===== config.mk =====
export PLATFORM = sky130hd
export DESIGN_NAME = rtc_bus_ctrl
export DESIGN_NICKNAME = d
export VERILOG_FILES = /design/src/rtl/rtc_pkg.sv /design/src/rtl/rtc_phase_timer.sv /design/src/rtl/rtc_bus_ctrl.sv
export SDC_FILE = /design/constraint.sdc
export NUM_CORES = 1
export LEC_CHECK = 0
export CAP_MARGIN = 20
export CORE_AREA = 2 2 112 70
export DETAILED_ROUTE_END_ITERATION = 12
export DIE_AREA = 0 0 114 72
export PLACE_DENSITY = 0.55
export SYNTH_ARGS = -nofsm -noshare
export SYNTH_HDL_FRONTEND = slang
export SYNTH_SLANG_ARGS = --single-unit
export TNS_END_PERCENT = 10

===== constraint.sdc =====
create_clock -name clk -period 2.55 [get_ports clk]
set_clock_uncertainty 0.2 [all_clocks]
set_input_delay 0.3825 -clock clk [delete_from_list [all_inputs] [get_ports clk]]
set_output_delay 0.3825 -clock clk [all_outputs]
set_load 0.05 [all_outputs]

===== src/rtl/rtc_pkg.sv =====
// Shared definitions for the RTC multiplexed-bus block: bus states,
// default phase length and the RTC register map used by the sequencers.
package rtc_pkg;

  // clk cycles per bus phase (100 ns at 100 MHz)
  localparam int PHASE_CYC_DEF = 10;

  typedef enum logic [2:0] {
    S_IDLE,
    S_A_SET,
    S_A_STB,
    S_A_HOLD,
    S_D_SET,
    S_D_STB,
    S_D_HOLD,
    S_RECOV
  } bus_state_t;

  // RTC register addresses issued by the init / read sequencers
  localparam logic [7:0] RTC_REG_CTRL  = 8'h00;
  localparam logic [7:0] RTC_REG_STAT  = 8'h01;
  localparam logic [7:0] RTC_REG_SEC   = 8'h02;
  localparam logic [7:0] RTC_REG_MIN   = 8'h03;
  localparam logic [7:0] RTC_REG_HOUR  = 8'h04;
  localparam logic [7:0] RTC_REG_DAY   = 8'h05;
  localparam logic [7:0] RTC_REG_MON   = 8'h06;
  localparam logic [7:0] RTC_REG_YEAR  = 8'h07;
  localparam logic [7:0] RTC_REG_RAM0  = 8'h20;

  // Fixed bus-cycle order; RECOV wraps back to IDLE
  function automatic bus_state_t next_state(input bus_state_t s);
    case (s)
      S_IDLE:   next_state = S_A_SET;
      S_A_SET:  next_state = S_A_STB;
      S_A_STB:  next_state = S_A_HOLD;
      S_A_HOLD: next_state = S_D_SET;
      S_D_SET:  next_state = S_D_STB;
      S_D_STB:  next_state = S_D_HOLD;
      S_D_HOLD: next_state = S_RECOV;
      default:  next_state = S_IDLE;
    endcase
  endfunction

endpackage


===== src/rtl/rtc_phase_timer.sv =====
// Phase timer: counts cycles within a bus state, restarts at every state
// change and stays parked at zero while the bus is idle.
module rtc_phase_timer #(
  parameter int PHASE_CYC = 10
) (
  input  logic clk_i,
  input  logic rst_i,
  input  logic run_i,
  output logic last_o
);

  localparam int CW = (PHASE_CYC > 1) ? $clog2(PHASE_CYC) : 1;
  localparam logic [CW-1:0] LAST_CNT = CW'(PHASE_CYC - 1);

  logic [CW-1:0] cnt_q, cnt_d;

  assign last_o = run_i && (cnt_q == LAST_CNT);

  // Clear when idle or when the current phase ends, otherwise count up
  always_comb begin
    cnt_d = cnt_q;
    if (!run_i || last_o) begin
      cnt_d = '0;
    end else begin
      cnt_d = cnt_q + CW'(1);
    end
  end

  // Counter register
  always_ff @(posedge clk_i or posedge rst_i) begin
    if (rst_i) begin
      cnt_q <= '0;
    end else begin
      cnt_q <= cnt_d;
    end
  end

endmodule


===== src/rtl/rtc_bus_ctrl.sv =====
// Bus-cycle generator for the RTC multiplexed AD port. Turns one read or
// write request into an address phase and a data phase, each made of
// setup / strobe / hold sub-phases of PHASE_CYC cycles, then a recovery
// phase. All bus outputs come straight from flops, computed from the
// next state, so strobes are glitch-free and aligned to state entry.
module rtc_bus_ctrl
  import rtc_pkg::*;
#(
  parameter int PHASE_CYC = PHASE_CYC_DEF
) (
  input  logic       clk,
  input  logic       reset,
  input  logic       req_wr,
  input  logic       req_rd,
  input  logic [7:0] dir,
  input  logic [7:0] wdata,
  input  logic [7:0] ad_in,
  output logic [7:0] ad_out,
  output logic       ad_oe,
  output logic       cs_n,
  output logic       ad_n,
  output logic       wr_n,
  output logic       rd_n,
  output logic [7:0] rdata,
  output logic       busy,
  output logic       done
);

  bus_state_t state_q, state_d;
  logic       accept, last;
  logic       op_wr_q, op_wr_d;
  logic [7:0] addr_q, addr_d, wdata_q, wdata_d;

  logic       cs_n_q, cs_n_d, ad_n_q, ad_n_d, wr_n_q, wr_n_d, rd_n_q, rd_n_d;
  logic       ad_oe_q, ad_oe_d, busy_q, busy_d, done_q, done_d;
  logic [7:0] ad_out_q, ad_out_d, rdata_q, rdata_d;

  rtc_phase_timer #(
    .PHASE_CYC(PHASE_CYC)
  ) u_timer (
    .clk_i (clk),
    .rst_i (reset),
    .run_i (state_q != S_IDLE),
    .last_o(last)
  );

  // Next state: accept only in IDLE, otherwise advance at end of each phase
  always_comb begin
    state_d = state_q;
    accept  = 1'b0;
    if (state_q == S_IDLE) begin
      if (req_wr || req_rd) begin
        accept  = 1'b1;
        state_d = S_A_SET;
      end
    end else if (last) begin
      state_d = next_state(state_q);
    end
  end

  // Transaction latch values; a write wins when both requests are high
  always_comb begin
    op_wr_d = accept ? req_wr : op_wr_q;
    addr_d  = accept ? dir    : addr_q;
    wdata_d = accept ? wdata  : wdata_q;
  end

  // Bus outputs decoded from the state being entered
  always_comb begin
    cs_n_d   = 1'b1;
    ad_n_d   = 1'b1;
    wr_n_d   = 1'b1;
    rd_n_d   = 1'b1;
    ad_oe_d  = 1'b0;
    ad_out_d = ad_out_q;
    case (state_d)
      S_A_SET, S_A_STB, S_A_HOLD: begin
        cs_n_d   = 1'b0;
        ad_n_d   = 1'b0;
        ad_oe_d  = 1'b1;
        ad_out_d = addr_d;
        wr_n_d   = (state_d != S_A_STB);
      end
      S_D_SET, S_D_STB, S_D_HOLD: begin
        cs_n_d  = 1'b0;
        ad_oe_d = op_wr_d;
        if (op_wr_d) begin
          ad_out_d = wdata_d;
        end
        if (state_d == S_D_STB) begin
          wr_n_d = !op_wr_d;
          rd_n_d = op_wr_d;
        end
      end
      default: ;
    endcase
    busy_d  = (state_d != S_IDLE);
    done_d  = (state_q == S_RECOV) && last;
    rdata_d = (state_q == S_D_STB && last && !op_wr_q) ? ad_in : rdata_q;
  end

  // State register
  always_ff @(posedge clk or posedge reset) begin
    if (reset) begin
      state_q <= S_IDLE;
    end else begin
      state_q <= state_d;
    end
  end

  // Latched request (meaningful only while busy, so no reset needed)
  always_ff @(posedge clk) begin
    op_wr_q <= op_wr_d;
    addr_q  <= addr_d;
    wdata_q <= wdata_d;
  end

  // Registered bus outputs; reset drops every strobe immediately
  always_ff @(posedge clk or posedge reset) begin
    if (reset) begin
      cs_n_q   <= 1'b1;
      ad_n_q   <= 1'b1;
      wr_n_q   <= 1'b1;
      rd_n_q   <= 1'b1;
      ad_oe_q  <= 1'b0;
      ad_out_q <= 8'h00;
      rdata_q  <= 8'h00;
      busy_q   <= 1'b0;
      done_q   <= 1'b0;
    end else begin
      cs_n_q   <= cs_n_d;
      ad_n_q   <= ad_n_d;
      wr_n_q   <= wr_n_d;
      rd_n_q   <= rd_n_d;
      ad_oe_q  <= ad_oe_d;
      ad_out_q <= ad_out_d;
      rdata_q  <= rdata_d;
      busy_q   <= busy_d;
      done_q   <= done_d;
    end
  end

  assign cs_n   = cs_n_q;
  assign ad_n   = ad_n_q;
  assign wr_n   = wr_n_q;
  assign rd_n   = rd_n_q;
  assign ad_oe  = ad_oe_q;
  assign ad_out = ad_out_q;
  assign rdata  = rdata_q;
  assign busy   = busy_q;
  assign done   = done_q;

endmodule


# After elaboration in Yosys (flattened, before gate mapping)
# Cells that the tools add are included.
# op_classes
reduce_logical	17
add_sub_neg	1
n_eq_ne	16
muxes	19
# op_table
operator	n
$mux 8	3
$eq 3x3->1 const B	7
$pmux 3 s6	1
$pmux 8 s2	1
$eq 3x2->1 const B	4
$mux 3	3
$mux 1	8
$eq 3x1->1 const B	2
$reduce_bool 3->1	2
$reduce_or 3->1	2
$reduce_or 6->1	1
$add 4x1->4 const B	1
$eq 4x4->1 const B	1
$logic_and 1x1->1	4
$mux 4	1
$pmux 1 s2	2
$logic_not 1->1	3
$logic_not 3->1	1
$ne 3x2->1 const B	1
$logic_or 1x1->1	2
$ne 2x2->1 const B	1
$reduce_and 2->1	1
$reduce_bool 2->1	1
# totals
inputBits	28
regBits	47
output_inout_bits	23
elab_cells	67

# Longest topological paths before layout
# depth
depth_word	8
depth_mapped	9

# Hierarchy
# A second synthesis with hierarchy kept.
# hier_totals
hier_cells	141
hier_area_um2	1906.8
# modules_own_cells
mod	area_each_um2	instances	cells_per_inst	seq_area_each_um2
rtc_bus_ctrl	1690.4	1	120	996.0
rtc_phase_timer	216.5	1	21	100.1

# Worst setup path before layout
# OpenSTA, ideal clock, no wires.
# synth_timing
path_kind	reg-to-reg
startpoint	register state_q[0]
endpoint	register ad_out_q[0] (netlist: ad_out[0])
slack_ns	0.272
synth_period_minus_slack_ns	2.278
path_stages_with_launch	8
arrival_ns	1.943
path_cell_list	dfrtp_1 inv_1 ha_1 or4_1 a22oi_2 or2_1 buf_6 a311oi_2
# synth_via
elab_chain_cells	8
elab_cells_between_ends	30
# synth_rtl
item	line_no	source
from (decl)	rtc_bus_ctrl.sv:29	bus_state_t state_q, state_d;
from (signal assigned)	rtc_bus_ctrl.sv:107	state_q <= state_d;
$eq 3x3->1, or another cell as far along	rtc_pkg.sv:32	case (s)
$pmux 3 s6 or $logic_and 1x1->1 (tied branches)	rtc_pkg.sv:32, rtc_phase_timer.sv:17	
$mux 3	rtc_bus_ctrl.sv:56	end else if (last) begin
$mux 3	rtc_bus_ctrl.sv:51	if (state_q == S_IDLE) begin
$eq 3x3->1, or another cell as far along	rtc_bus_ctrl.sv:76	case (state_d)
$reduce_or 3->1	rtc_bus_ctrl.sv:76	
$ne 2x2->1 (no line) or $reduce_bool 2->1 (tied branches)	n/a	
$reduce_and 2->1 (no line)	n/a	
to (signal assigned)	rtc_bus_ctrl.sv:136	ad_out_q <= ad_out_d;
to (decl)	rtc_bus_ctrl.sv:36	logic [7:0] ad_out_q, ad_out_d, rdata_q, rdata_d;
# Several ways; a longest one is shown, not always the timed one. The select of a mux whose other input is x is not followed.
# A chain may end at the register's enable or synchronous reset.

# Worst setup path in the final report
# layout_timing
startpoint	register state_q[1]
endpoint	register ad_out_q[1] (netlist: ad_out[1])
# Same word-level chain as after synthesis.

==> summary.md <==
| Metric | Value |
|---|---|
| Actual slew at the worst max-slew pin | roughly 0.51 ns |
| First-pass GRT wire length | roughly 7.6 mm |
| Nets | approximately 260 |
| Leading cell types in the layout, fill and taps excluded | 50 x sky130_fd_sc_hd__clkdlybuf4s50_1, 26 x sky130_fd_sc_hd__dfrtp_1, 24 x sky130_fd_sc_hd__mux2_2, 17 x sky130_fd_sc_hd__dfxtp_1, 12 x sky130_fd_sc_hd__inv_1 |
| Post-CTS resize count | 0 |
| Post-CTS setup buffer count | 0 |
| Die width | between 100 and 150 um |
| Hold bufs inserted after CTS | 0 |
| FP Rows | 24 |
| Layout Utilization | 0.413 |
| Number of enable flip-flop cells after synthesis | 0 |
| Full die area | roughly 0.0082 sq mm |
| Leading cell type in the layout, fill and taps excluded | sky130_fd_sc_hd__clkdlybuf4s50_1 |
| Maximum number of pins on one net before global-route repair | 31 |
| Fraction of registers with async set/reset | 0.638 |
| Top flip-flop cell by instance count after synthesis | sky130_fd_sc_hd__dfrtp_1 |
| Clock latency on the worst-skew pair | between 0.2 and 0.3 ns |
| RSZ-0062 raised after global routing | false |
| Remaining Overflow, GRT | 0 |
| Layout cells sized above 1 | 0.297 |
| Number of max-capacitance violations reported | 0 |
| Critical path start-end classification | flop to flop |
| Detailed-route vias per instance | roughly 4.7 |
| Top post-synthesis cells by area | sky130_fd_sc_hd__dfrtp_1 31%, sky130_fd_sc_hd__dfxtp_1 16%, sky130_fd_sc_hd__mux2_2 13% |
| Post-route minimum period | approximately 2.4 ns |
| Fin. Hold Viols | 0 |
| Net count after synthesis | between 150 and 200 |
| Number of inserted filler cells in the final layout | 673 |
| Mapped Avg Cell Area | approximately 13 sq um |
| Yosys synthesis warning count | 0 |
| Count of cell types in the netlist | 42 |
| Ratio of final minimum period to clock period | 0.957 |
| Area growth from synthesis to final layout | 40.3% |
| Critical path data arrival time | about 2.4 ns |
| Detail Route Antenna Nets | 0 |
| Placer congestion estimate | between 0.8 and 0.9 |
| Cell type contributing the most total cell area after synthesis | sky130_fd_sc_hd__dfrtp_1 |
| Initial Utilization | 0.294 |
| Post-synthesis sequential area ratio | 0.521 |
| Largest fanout on the critical path | 9 |
| Number of slew-limit violations in the final report | 0 |
| Number of input and output port buffers inserted | 50 |
| Routed WL per cell | ~14 um |
| TritonCTS clock tree | yes |
| H-tree level count | 2 |
| Number of design-rule violations left by the first detailed-router iteration | 54 |
| Core footprint | 0.00715 sq mm |
| Floorplan die height | roughly 72 um |
| Worst vdd rail ir drop | approximately 760 uV |
| Via count | roughly 1500 |
| Final setup violation count | 0 |
| Combined global-route utilization of all metal layers | 0.119 |
| Top cell family by delay on the critical path | compound AO/OA/AOI/OAI gates |
| N_diodes | 0 |
| Leakage power | between 1 and 1.5 nW |
| Post-synthesis instance area | 0.00210 sq mm |
| Critical path startpoint category | flop |
| Max-slew headroom at the worst pin | 0.656 |
| Cells after Synth | about 170 |
| CTS Sinks | 47 |
| Kind of path behind the tightest hold check | flop to flop |
| Cell chosen for the clock root | sky130_fd_sc_hd__clkbuf_16 |
| Data required, critical path | 2.54 ns |
| First-pass iteration count of the detailed router | 4 |
| Post-CTS clock slew at the launch and capture registers of the worst setup and hold paths | ~0.070 ns |
| Critical path's largest stage delay | between 0.4 and 0.5 ns |
| Setup total negative slack | 0 ns |
| Number of ports placed on the die boundary | 51 |
| Count of unresolved DRC violations after routing | 0 |
| Vias in the first global route | about 1500 |
| Flops & latches, synth | between 40 and 50 |
| Maximum clock insertion buffer count | 2 |
| Number of antenna violations at the first check in global routing | 0 |
| Type of destination of the critical path | flop |
| Buffer and inverter count on the worst path | 2 |
| Sum of routed wire length over all layers | about 4.6 mm |
| Peak Freq | around 410 MHz |
| Cell type of the slowest stage on the worst timing path | sky130_fd_sc_hd__dfrtp_1 |
| Result of the run | completed |
| Worst path cell trace | inv_1 -> ha_1 -> buf_4 -> nand2b_4 -> and3_1 -> a41o_1 -> a21o_1 -> a311oi_2 |
| Top cell type's share of synthesized area | 0.310 |
| HPWL after detailed placement | 3.25 mm |
| Power density cells | ~1300 mW/mm^2 |
| Inserted Clock Buffers | 5 |
worst reg2reg max path: stages (launching register included):
cell and delay (ns):
sky130_fd_sc_hd__dfrtp_1 0.43, sky130_fd_sc_hd__inv_1 0.13, sky130_fd_sc_hd__ha_1 0.23, sky130_fd_sc_hd__buf_4 0.16, sky130_fd_sc_hd__nand2b_4 0.07, sky130_fd_sc_hd__and3_1 0.20, sky130_fd_sc_hd__a41o_1 0.22, sky130_fd_sc_hd__a21o_1 0.35
sky130_fd_sc_hd__a311oi_2 0.34
stage by stage:
stage	setup WS [ns]	hold WS, ns	std cells	power (W)	area (sq um)
CTS	0.122	0.280	320	0.00401	2950
global route	0.00866	0.291	320	0.00423	2950
finish	0.110	0.278	320	0.00398	2950
floorplan	0.272	0.251	165	0.00264	2100
detailed placement	0.174	0.264	312	0.00322	2770
global placement	0.146	0.263	312	0.00322	2770
cell usage after synthesis, types with 2 or more instances:
cell                       instances
sky130_fd_sc_hd__nand3_1           2
sky130_fd_sc_hd__inv_1            12
sky130_fd_sc_hd__buf_4             2
sky130_fd_sc_hd__nor2_1            7
sky130_fd_sc_hd__mux2_2           24
sky130_fd_sc_hd__nand2_1           6
sky130_fd_sc_hd__dfxtp_1          17
sky130_fd_sc_hd__nor3_1            8
sky130_fd_sc_hd__buf_6             4
sky130_fd_sc_hd__dfrtp_1          26
sky130_fd_sc_hd__or3_1             3
sky130_fd_sc_hd__a211oi_1          8
sky130_fd_sc_hd__ha_1              6
sky130_fd_sc_hd__dfstp_2           4
sky130_fd_sc_hd__a311oi_2          8
sky130_fd_sc_hd__o21ai_0           2
registers in the layout (all words and copies together), names as in the netlist:
signal	count
ad_n	1
ad_oe	1
ad_out	8
addr_q	8
busy	1
cs_n	1
done	1
op_wr_q	1
rd_n	1
rdata	8
state_q	3
u_timer.cnt_q	4
wdata_q	8
wr_n	1
routing by layer:
| layer | track usage | wire length (um) |
|---|---|---|
| met1 | 0.176 | 2380 |
| met5 | 0 | 0 |
| met3 | 0.0485 | 341 |
| met2 | 0.161 | 1830 |
| met4 | 0.0244 | 38 |
power by group:
group	leakage [nW]	switching [W]	total (W)	internal [W]
clock network	0.0875	0.000284	0.000777	0.000493
registers	0.509	0.000153	0.00123	0.00108
logic	0.661	0.00110	0.00197	0.000870
total	1.26	0.00154	0.00398	0.00244
final cells by class:
type,instances,area [sq um],share of cell area
flip-flops and latches,47,1100,0.372
multi-input cells,100,901,0.305
repair buffers,62,616,0.209
clock buffers,6,139,0.0471
well taps,91,114,0.0386
inverters,12,45.0,0.0153
clock inverters,2,38.8,0.0132
logic make-up (layout without fill, tap and decap cells):
kind of cell    after synthesis  after routing  synth area share
buf+inv                      18             82            0.0500
xor+xnor                      2              2           0.00833
flops                        47             47             0.521
compound gates               28             28             0.136
mux                          24             24             0.129
simple gates                 40             40             0.120
fa+ha+maj                     6              6            0.0357
worst paths after layout:
check | from | endpoint | slack (ns) | cells after the start
max in group asynchronous | reset | cs_n$_DFF_PP1_ | 1.53 | 3
hold reg to reg | wdata_q[5]$_DFF_P_ | wdata_q[5]$_DFF_P_ | 0.28 | 1
setup / recovery | state_q[1]$_DFF_PP0_ | ad_out[1]$_DFFE_PP0P_ | 0.11 | 8
hold / removal | wdata_q[5]$_DFF_P_ | wdata_q[5]$_DFF_P_ | 0.28 | 1
setup reg to reg | state_q[1]$_DFF_PP0_ | ad_out[1]$_DFFE_PP0P_ | 0.11 | 8
min in group asynchronous | reset | rdata[5]$_DFFE_PP0P_ | 0.29 | 3
Power figures use the tool's default switching activity.
